File: config.mk
export PLATFORM = sky130hd
export DESIGN_NAME = instruction_fetch
export DESIGN_NICKNAME = d
export VERILOG_FILES = /design/src/rtl/mips_pkg.sv /design/src/rtl/instruction_fetch.sv
export SDC_FILE = /design/constraint.sdc
export NUM_CORES = 1
export LEC_CHECK = 0
export ABC_AREA = 1
export BUFFER_PORTS_ARGS = -buffer_cell sky130_fd_sc_hd__buf_2
export CORE_ASPECT_RATIO = 1.5
export CORE_MARGIN = 10
export CORE_UTILIZATION = 40
export DETAILED_ROUTE_END_ITERATION = 10
export PLACE_DENSITY_LB_ADDON = 0.2
export REMOVE_ABC_BUFFERS = 1
export SETUP_SLACK_MARGIN = 0.2
export SLEW_MARGIN = 20
export SYNTH_ARGS = -nofsm -noshare
export SYNTH_HDL_FRONTEND = slang
export SYNTH_SLANG_ARGS = --single-unit
File: constraint.sdc
create_clock -name clk -period 1.71 [get_ports clk]
set_input_delay 0.171 -clock clk [delete_from_list [all_inputs] [get_ports clk]]
set_output_delay 0.171 -clock clk [all_outputs]
set_load 0.01 [all_outputs]
File: src/rtl/mips_pkg.sv
// Shared fetch-stage types and constants.
package mips_pkg;

  typedef enum logic [1:0] {
    LOAD = 2'd0,
    RUN  = 2'd1,
    HALT = 2'd2
  } fetch_state_t;

  localparam logic [31:0] HALT_INST_DEFAULT = 32'hFC00_0000;
  localparam logic [31:0] NOP_INST          = 32'h0000_0000;
  localparam logic [31:0] INST_BYTES        = 32'd4;

endpackage

File: src/rtl/instruction_fetch.sv
// Program counter, boot loader into instruction_mem, and the IF/ID pipeline register.
//
// state | meaning
// LOAD  | accepting boot words and writing them into instruction_mem
// RUN   | fetching: advance, stall or redirect each cycle
// HALT  | halt instruction captured; pc frozen until rst
module instruction_fetch
  import mips_pkg::*;
#(
  parameter logic [31:0] RESET_PC   = 32'h0000_0000,
  parameter int          IMEM_WORDS = 256,
  parameter logic [31:0] HALT_INST  = HALT_INST_DEFAULT
) (
  input  logic        clk,
  input  logic        rst,
  input  logic        load_valid,
  input  logic [31:0] load_data,
  input  logic        load_last,
  output logic        load_ready,
  output logic [31:0] imem_add,
  output logic [31:0] imem_data,
  output logic        imem_write,
  output logic [31:0] pc,
  input  logic [31:0] inst,
  input  logic        stall,
  input  logic        redirect,
  input  logic [31:0] redirect_pc,
  output logic [31:0] if_id_inst,
  output logic [31:0] if_id_pc4,
  output logic        if_id_valid,
  output logic        halted
);

  localparam logic [31:0] LOAD_WRAP = 32'(IMEM_WORDS) * INST_BYTES;

  fetch_state_t state_q, state_d;
  logic [31:0]  pc_q, pc_d;
  logic [31:0]  load_ptr_q, load_ptr_d;
  logic [31:0]  inst_q, inst_d;
  logic [31:0]  pc4_q, pc4_d;
  logic         valid_q, valid_d;
  logic [31:0]  pc_plus4;

  assign pc_plus4 = pc_q + INST_BYTES;

  always_comb begin
    state_d    = state_q;
    pc_d       = pc_q;
    load_ptr_d = load_ptr_q;
    inst_d     = inst_q;
    pc4_d      = pc4_q;
    valid_d    = valid_q;
    load_ready = 1'b0;
    imem_write = 1'b0;
    imem_add   = 32'h0;
    imem_data  = 32'h0;

    case (state_q)
      LOAD: begin
        load_ready = 1'b1;
        imem_write = load_valid;
        imem_add   = load_ptr_q;
        imem_data  = load_data;
        pc_d       = RESET_PC;
        valid_d    = 1'b0;
        if (load_valid) begin
          load_ptr_d = (load_ptr_q >= LOAD_WRAP - INST_BYTES) ? 32'h0 : load_ptr_q + INST_BYTES;
          if (load_last) state_d = RUN;
        end
      end
      RUN: begin
        if (redirect) begin
          pc_d    = redirect_pc & ~32'h3;
          inst_d  = NOP_INST;
          valid_d = 1'b0;
        end else if (!stall) begin
          inst_d  = inst;
          pc4_d   = pc_plus4;
          valid_d = 1'b1;
          // The halt word itself is delivered to decode; only pc stops here.
          if (inst == HALT_INST) state_d = HALT;
          else                   pc_d    = pc_plus4;
        end
      end
      HALT: begin
        valid_d = 1'b0;
      end
      default: begin
        state_d = LOAD;
      end
    endcase
  end

  always_ff @(posedge clk) begin
    if (rst) begin
      state_q    <= LOAD;
      pc_q       <= RESET_PC;
      load_ptr_q <= 32'h0;
      inst_q     <= NOP_INST;
      pc4_q      <= 32'h0;
      valid_q    <= 1'b0;
    end else begin
      state_q    <= state_d;
      pc_q       <= pc_d;
      load_ptr_q <= load_ptr_d;
      inst_q     <= inst_d;
      pc4_q      <= pc4_d;
      valid_q    <= valid_d;
    end
  end

  assign pc          = pc_q;
  assign if_id_inst  = inst_q;
  assign if_id_pc4   = pc4_q;
  assign if_id_valid = valid_q;
  assign halted      = (state_q == HALT);

endmodule
==> results of run 1 <==
-- cell usage after synthesis, types with 9 or more instances --
library cell  number
nand2_1          196
nor2_1           166
dfxtp_1          125
inv_1            120
nand3_1           65
a21oi_1           53
o21ai_0           32
clkbuf_1          23
nor3_1            23
or2_2             21
o211ai_1          19
nand3_2           11
nor2_2            11
a21oi_2           10
inv_2             10
buf_4              9
-- power groups by stage --
stage | logic (mW) | clock network [mW] | registers [mW]
finish | 1.06 | 3.79 | 3.03
global route | 1.16 | 3.98 | 3.03
CTS | 1.02 | 3.84 | 3.02
detailed placement | 0.867 | 0 | 3.09
global placement | 0.864 | 0 | 3.09
floorplan | 0.378 | 0 | 3.11
-- repair_timing --
action	CTS	global route
hold endpoints to repair	8	0
hold buffers	8	0
gates resized for setup	102	163
pin swaps	18	54
setup endpoints to repair	113	157
cloned	7	0
setup buffers	22	13
-- flip-flops by register name, indices dropped and copies added, names as in the netlist --
signal and count:
state_q 2, if_id_pc4 30, if_id_inst 32, pc 30, load_ptr_q 30, if_id_valid 1
-- worst max-delay path: cells and delay by family (launching register included) --
| family | cells | cell delay (ns) |
|---|---|---|
| buf+inv | 3 | 0.24 |
| flops | 1 | 0.36 |
| simple gates | 10 | 1.01 |
-- how the worst max path moves through the flow --
stage | start | end | slack [ns] | depth (start not counted)
2_1_floorplan | state_q[0] | if_id_pc4[21] | -0.11 | 7
3_3_place_gp | pc[2] | pc[20] | 0.06 | 12
3_5_place_dp | pc[3] | pc[20] | 0.05 | 12
4_1_cts | state_q[1] | imem_add[13] | 0.03 | 6
5_1_grt | pc[2] | pc[19] | -0.08 | 13
6_report | pc[2] | pc[19] | -0.01 | 13
-- kinds of logic (layout without fill, tap and decap cells) --
kind of cell             after synthesis  after routing  synth area share
flip-flops                           125            125            0.3819
XOR/XNOR                              10             10           0.01337
buffers and inverters                179            495            0.1195
AND/OR/NAND/NOR                      527            528            0.3664
AO/OA/AOI/OAI                        125            125            0.1144
adder cells (fa/ha/maj)                2              2          0.003818
other                                  1              6         0.0005723
-- cell type report --
| class | instances | area (µm²) | share of cell area |
|---|---|---|---|
| multi-input cells | 671 | 4044 | 0.3944 |
| flip-flops and latches | 125 | 2551 | 0.2488 |
| clock buffers | 17 | 425.4 | 0.04149 |
| clock inverters | 15 | 186.4 | 0.01818 |
| inverters | 131 | 536.8 | 0.05235 |
| well taps | 206 | 257.7 | 0.02514 |
| repair buffers | 332 | 2252 | 0.2196 |
-- routing by layer --
layer  GRT usage  vias up  share of wire  wire [µm]
met5           0        -              0          0
met4     0.07108        0          0.029        726
met3     0.05847       53          0.059       1503
met2      0.3932      271           0.54      13750
met1      0.2245     3428           0.37       9439
li1            -     3659              -          -
==> flow_summary_export.csv, run 1 <==
group,metric,value,unit
final_layout,layout-drive-gt1-share,0.4640,
timing,drv_slew,0,
die,pin_count,266,
power,pwr-share-comb,0.135,
yosys,synth_top_flop_cell,"dfxtp_1",
worst_setup_path,required,2.00,ns
worst_setup_path,critPathLaunchType,"flop",
route,firstDrtPassIters,5,
yosys,synth_top_cell_by_area,"dfxtp_1",
timing,finalHoldViolations,0,
yosys,avgSynthCellArea,6.762,µm²
yosys,synth-async-reset-ratio,0,
timing,tns,-0.01361,ns
placed_design,dp_slack,0.04690,ns
yosys,synth-seq-area-share,0.3819,
grt,antenna_found_initial,0,
placed_design,gp_congestion,0.8381,
power,power_switching,2.123,mW
clock_network,clock-sinks,125,
clock_network,cts_root_buffer,"clkbuf_16",
worst_setup_path,endpoint_kind,"flop",
die,initial_core_util,0.4065,
power,seqPwrFrac,0.384,
yosys,synth.area.top_cells,"dfxtp_1 38%, nand2_1 11%, nor2_1 9.5%, inv_1 6.9%, nand3_1 5.0%",
worst_setup_path,worstSetupPathType,"reg2reg",
worst_setup_path,critPathArrivalTime,2.01,ns
power,power.total,7.879,mW
power,p_int,5.756,mW
final_layout,nets,1382,
grt,grt-ovfl-total,0,
worst_setup_path,crit_top_cell,"nor2_1",
power,worst_ir_drop_vdd,0.6854,mV
worst_setup_path,critPathMaxStageDelay,0.36,ns
clock_network,insertion_delay,0.42,ns
final_layout,post-route-cell-area,10250,µm²
power,power_density,768.5,nW/µm²
final_layout,fin_util,0.6362,
placed_design,dpl_cell_area,8137,µm²
placed_design,portBuffers,257,
die,rows,57,
route,drt_iter0_markers,436,
yosys,synth_edf_count,0,
worst_setup_path,rr_startpoint,"pc[2]",
grt,grt_pass1_vias,7184,
yosys,synth_top_area_frac,0.3819,
job,max_cap_viol_count,0,
route,wl_per_cell,16.98,µm
final_layout,fillers,1427,
route,route.detailed.drc,0,
yosys,syn_area,6553,µm²
clock_network,clkSlewWorstSetupHoldPaths,0.06,ns
die,fp.dieH,176.8,µm
clock_network,htreeDepth,4,
worst_setup_path,path_cells,"buf_6 -> buf_6 -> inv_4 -> nor2_4 -> nand2_4 -> nor2_4 -> nand2_1 -> nand2_1 -> nand2_2 -> nor2_1 -> nor2_1 -> nor2_1 -> nor2_1",
worst_setup_path,reg2regPathDepth,13,
final_layout,final_common_cell,"buf_2",
final_layout,layout_common_cells,"255 x buf_2, 164 x nand2_1, 141 x nor2_1",
route,ant_nets,0,
yosys,ys_seq_elements,125,
route,route.vias.total,7411,
grt,grt_usage,0.2117,
timing,setup_viol,1,
worst_setup_path,cp_max_fo,5,
clock_network,cts_buffer_depth,2,
clock_network,cts_buffers,17,
worst_hold_path,hold_class,"in2reg",
yosys,synthCells,969,
yosys,yosys_warnings,0,
worst_hold_path,min-delay-start,"inst[0]",
worst_setup_path,reg2reg_to,"pc[19]",
clock_network,cts_tree,"built",
timing,period_share,1.008,
timing,period_needed,1.724,ns
power,swShare,0.2694,
route,wirelength,25.41,mm
placed_design,hpwlAfterDp,17.13,mm
worst_hold_path,min_path_cells,3,
final_layout,areaGrowthSynthToFinish,56.48,%
route,routed_via_density,4.951,
power,p_leak,4.712,nW
timing,setup_ws,-0.01361,ns
worst_setup_path,reg2reg_slack,-0.01,ns
final_layout,finalNonFillerCells,1497,
yosys,ys_types,38,
grt,grt_pass1_wl,37.82,mm
worst_hold_path,whs_endpoint,"if_id_inst[0]",
timing,fmax,580.2,MHz
timing,whs,0.006439,ns
power,power.share.clock,0.481,
status,status,"finished with violations",
status,failed_checks,"negative setup slack",
timing,rsz0062_at_grt,"true",
die,design.core.area,16120,µm²
die,die_area,22010,µm²
final_layout,insertedDiodeCount,0,
die,die_width,124.5,µm
placed_design,dp_cells,1415,
worst_setup_path,cpMaxStageDelayCell,"dfxtp_2",
timing,clock_skew,0.01257,ns
grt,grt_max_degree,85,
(Power assumes the default switching activity.)
==> run 2, diff against run 1 <==
--- a/config.mk
+++ b/config.mk
@@ -7,9 +7,11 @@
 export LEC_CHECK = 0
 export ABC_AREA = 1
 export BUFFER_PORTS_ARGS = -buffer_cell sky130_fd_sc_hd__buf_2
+export CAP_MARGIN = 20
 export CORE_ASPECT_RATIO = 1.5
 export CORE_MARGIN = 10
 export CORE_UTILIZATION = 40
+export CTS_CLUSTER_SIZE = 16
 export DETAILED_ROUTE_END_ITERATION = 10
 export PLACE_DENSITY_LB_ADDON = 0.2
 export REMOVE_ABC_BUFFERS = 1
==> constraint.sdc (replaced) <==
create_clock -name clk -period 1.41 [get_ports clk]
set_input_delay 0.141 -clock clk [delete_from_list [all_inputs] [get_ports clk]]
set_output_delay 0.141 -clock clk [all_outputs]
set_load 0.01 [all_outputs]
==> flow_summary_export.csv, run 2 (synthesis gave the netlist of run 1 again) <==
group,metric,value,unit
final_layout,final_common_cell,"buf_2",
power,power.total,10.02,mW
worst_setup_path,cp_max_fo,5,
die,rows,57,
worst_setup_path,reg2reg_to,"pc[10]",
worst_setup_path,required,1.27,ns
die,design.core.area,16120,µm²
clock_network,cts_tree,"built",
worst_hold_path,min-delay-start,"redirect_pc[25]",
clock_network,clkSlewWorstSetupHoldPaths,0.06,ns
route,drt_iter0_markers,523,
grt,grt_usage,0.2279,
worst_hold_path,min_path_cells,4,
timing,drv_slew,0,
placed_design,hpwlAfterDp,18.40,mm
worst_setup_path,rr_startpoint,"pc[2]",
timing,slew-limit-headroom,0.5448,
timing,period_needed,1.686,ns
job,max_cap_viol_count,0,
grt,grt_pass1_wl,40.80,mm
timing,setup_ws,-0.2756,ns
worst_hold_path,whs_endpoint,"pc[25]",
worst_hold_path,hold_class,"in2reg",
final_layout,layout-drive-gt1-share,0.5527,
timing,worstMarginPinSlew,0.6828,ns
route,firstDrtPassIters,5,
worst_setup_path,critPathArrivalTime,1.54,ns
clock_network,cts_buffers,17,
route,route.detailed.drc,0,
die,fp.dieH,176.8,µm
grt,grt_max_degree,42,
final_layout,layout_common_cells,"215 x buf_2, 144 x nand2_1, 112 x inv_1",
clock_network,cts_root_buffer,"clkbuf_16",
final_layout,nets,1504,
die,pin_count,266,
timing,rsz0062_at_grt,"true",
final_layout,areaGrowthSynthToFinish,86.33,%
timing,period_share,1.195,
clock_network,insertion_delay,0.42,ns
clock_network,cts_buffer_depth,2,
placed_design,gp_congestion,0.8832,
worst_setup_path,critPathLaunchType,"flop",
worst_setup_path,path_cells,"nor2_4 -> buf_12 -> clkinv_8 -> buf_4 -> nor2_4 -> buf_6",
worst_setup_path,critPathMaxStageDelay,0.36,ns
timing,fmax,593.3,MHz
power,worst_ir_drop_vdd,0.7121,mV
worst_setup_path,cpMaxStageDelayCell,"dfxtp_4",
grt,antenna_found_initial,1,
worst_setup_path,reg2regPathDepth,11,
worst_setup_path,crit_top_cell,"nor2_4",
die,die_area,22010,µm²
timing,setup_viol,152,
timing,finalHoldViolations,0,
route,route.vias.total,8340,
power,p_leak,5.712,nW
route,routed_via_density,5.148,
route,ant_nets,0,
worst_setup_path,worstSetupPathType,"reg2out",
grt,grt-ovfl-total,0,
timing,clock_skew,0.01313,ns
clock_network,htreeDepth,4,
die,die_width,124.5,µm
status,status,"finished with violations",
worst_setup_path,endpoint_kind,"output port",
power,power_density,820.9,nW/µm²
route,wl_per_cell,18.93,µm
die,initial_core_util,0.4065,
placed_design,dp_slack,-0.1986,ns
clock_network,clock-sinks,125,
status,failed_checks,"negative setup slack",
placed_design,portBuffers,257,
grt,grt_pass1_vias,7872,
final_layout,largest_reg_flops,32,
route,wirelength,30.67,mm
worst_setup_path,reg2reg_slack,-0.22,ns
[run 2: critical path: cells and delay by family, from the launching register on]
| kind | cells | cell delay, ns |
|---|---|---|
| simple gates | 2 | 0.26 |
| buf+inv | 4 | 0.50 |
| flops | 1 | 0.36 |
[run 2: layout make-up]
| class | instances | area, µm² |
|---|---|---|
| multi-input cells | 671 | 4459 |
| fillers | 1102 | 3909 |
| repair buffers | 452 | 3769 |
| flip-flops and latches | 125 | 2550 |
| inverters | 131 | 553.0 |
| clock buffers | 18 | 439.2 |
| well taps | 206 | 257.7 |
| clock inverters | 14 | 158.9 |
| repair inverters | 2 | 20.02 |
| diodes | 1 | 2.502 |
[run 2: per-stage QoR]
step / std cells / utilization / area (µm²) / hold WS [ns] / TNS, ns
final: 1620 / 0.7575 / 12210 / 0.09415 / -22.82
after detailed placement: 1499 / 0.5486 / 8842 / 0.4067 / -5.449
after global placement: 1499 / 0.5486 / 8842 / 0.4016 / -3.818
after global routing: 1620 / 0.7575 / 12210 / 0.1050 / -33.10
after CTS: 1590 / 0.6616 / 10660 / 0.003319 / -14.32
after floorplan: 926 / - / 6285 / 0.2034 / -24.33
[run 2: worst max-delay path by stage]
stage	start	endpoint	slack [ns]	depth (start not counted)
after floorplan	state_q[0]	if_id_pc4[21]	-0.41	7
after global placement	pc[2]	pc[19]	-0.16	12
after detailed placement	pc[2]	pc[19]	-0.20	12
after CTS	state_q[1]	imem_add[8]	-0.20	6
after global routing	state_q[0]	imem_data[27]	-0.31	6
final	state_q[0]	imem_data[20]	-0.28	6
[run 2: timing repair]
action | 4_1_cts | 5_1_grt
hold endpoints to repair | 27 | 1
gates resized for setup | 173 | 305
endpoints found under the setup margin | 182 | 199
setup buffers | 23 | 20
pin swaps | 35 | 55
cloned | 9 | 8
hold buffers | 27 | 1
[run 2: power by group]
group	internal, mW	switching, mW	total (mW)
Combinational	0.882	0.961	1.84
Clock	2.69	1.82	4.51
Sequential	3.61	0.0653	3.67
Total	7.17	2.85	10.0
[run 2: metal layers]
metal / global-route usage / up-vias / wire [µm]
met5: 0 / - / 0
met1: 0.2384 / 3924 / 11000
li1: - / 3907 / -
met4: 0.1003 / 0 / 1693
met2: 0.4205 / 393 / 16200
met3: 0.05697 / 116 / 1781
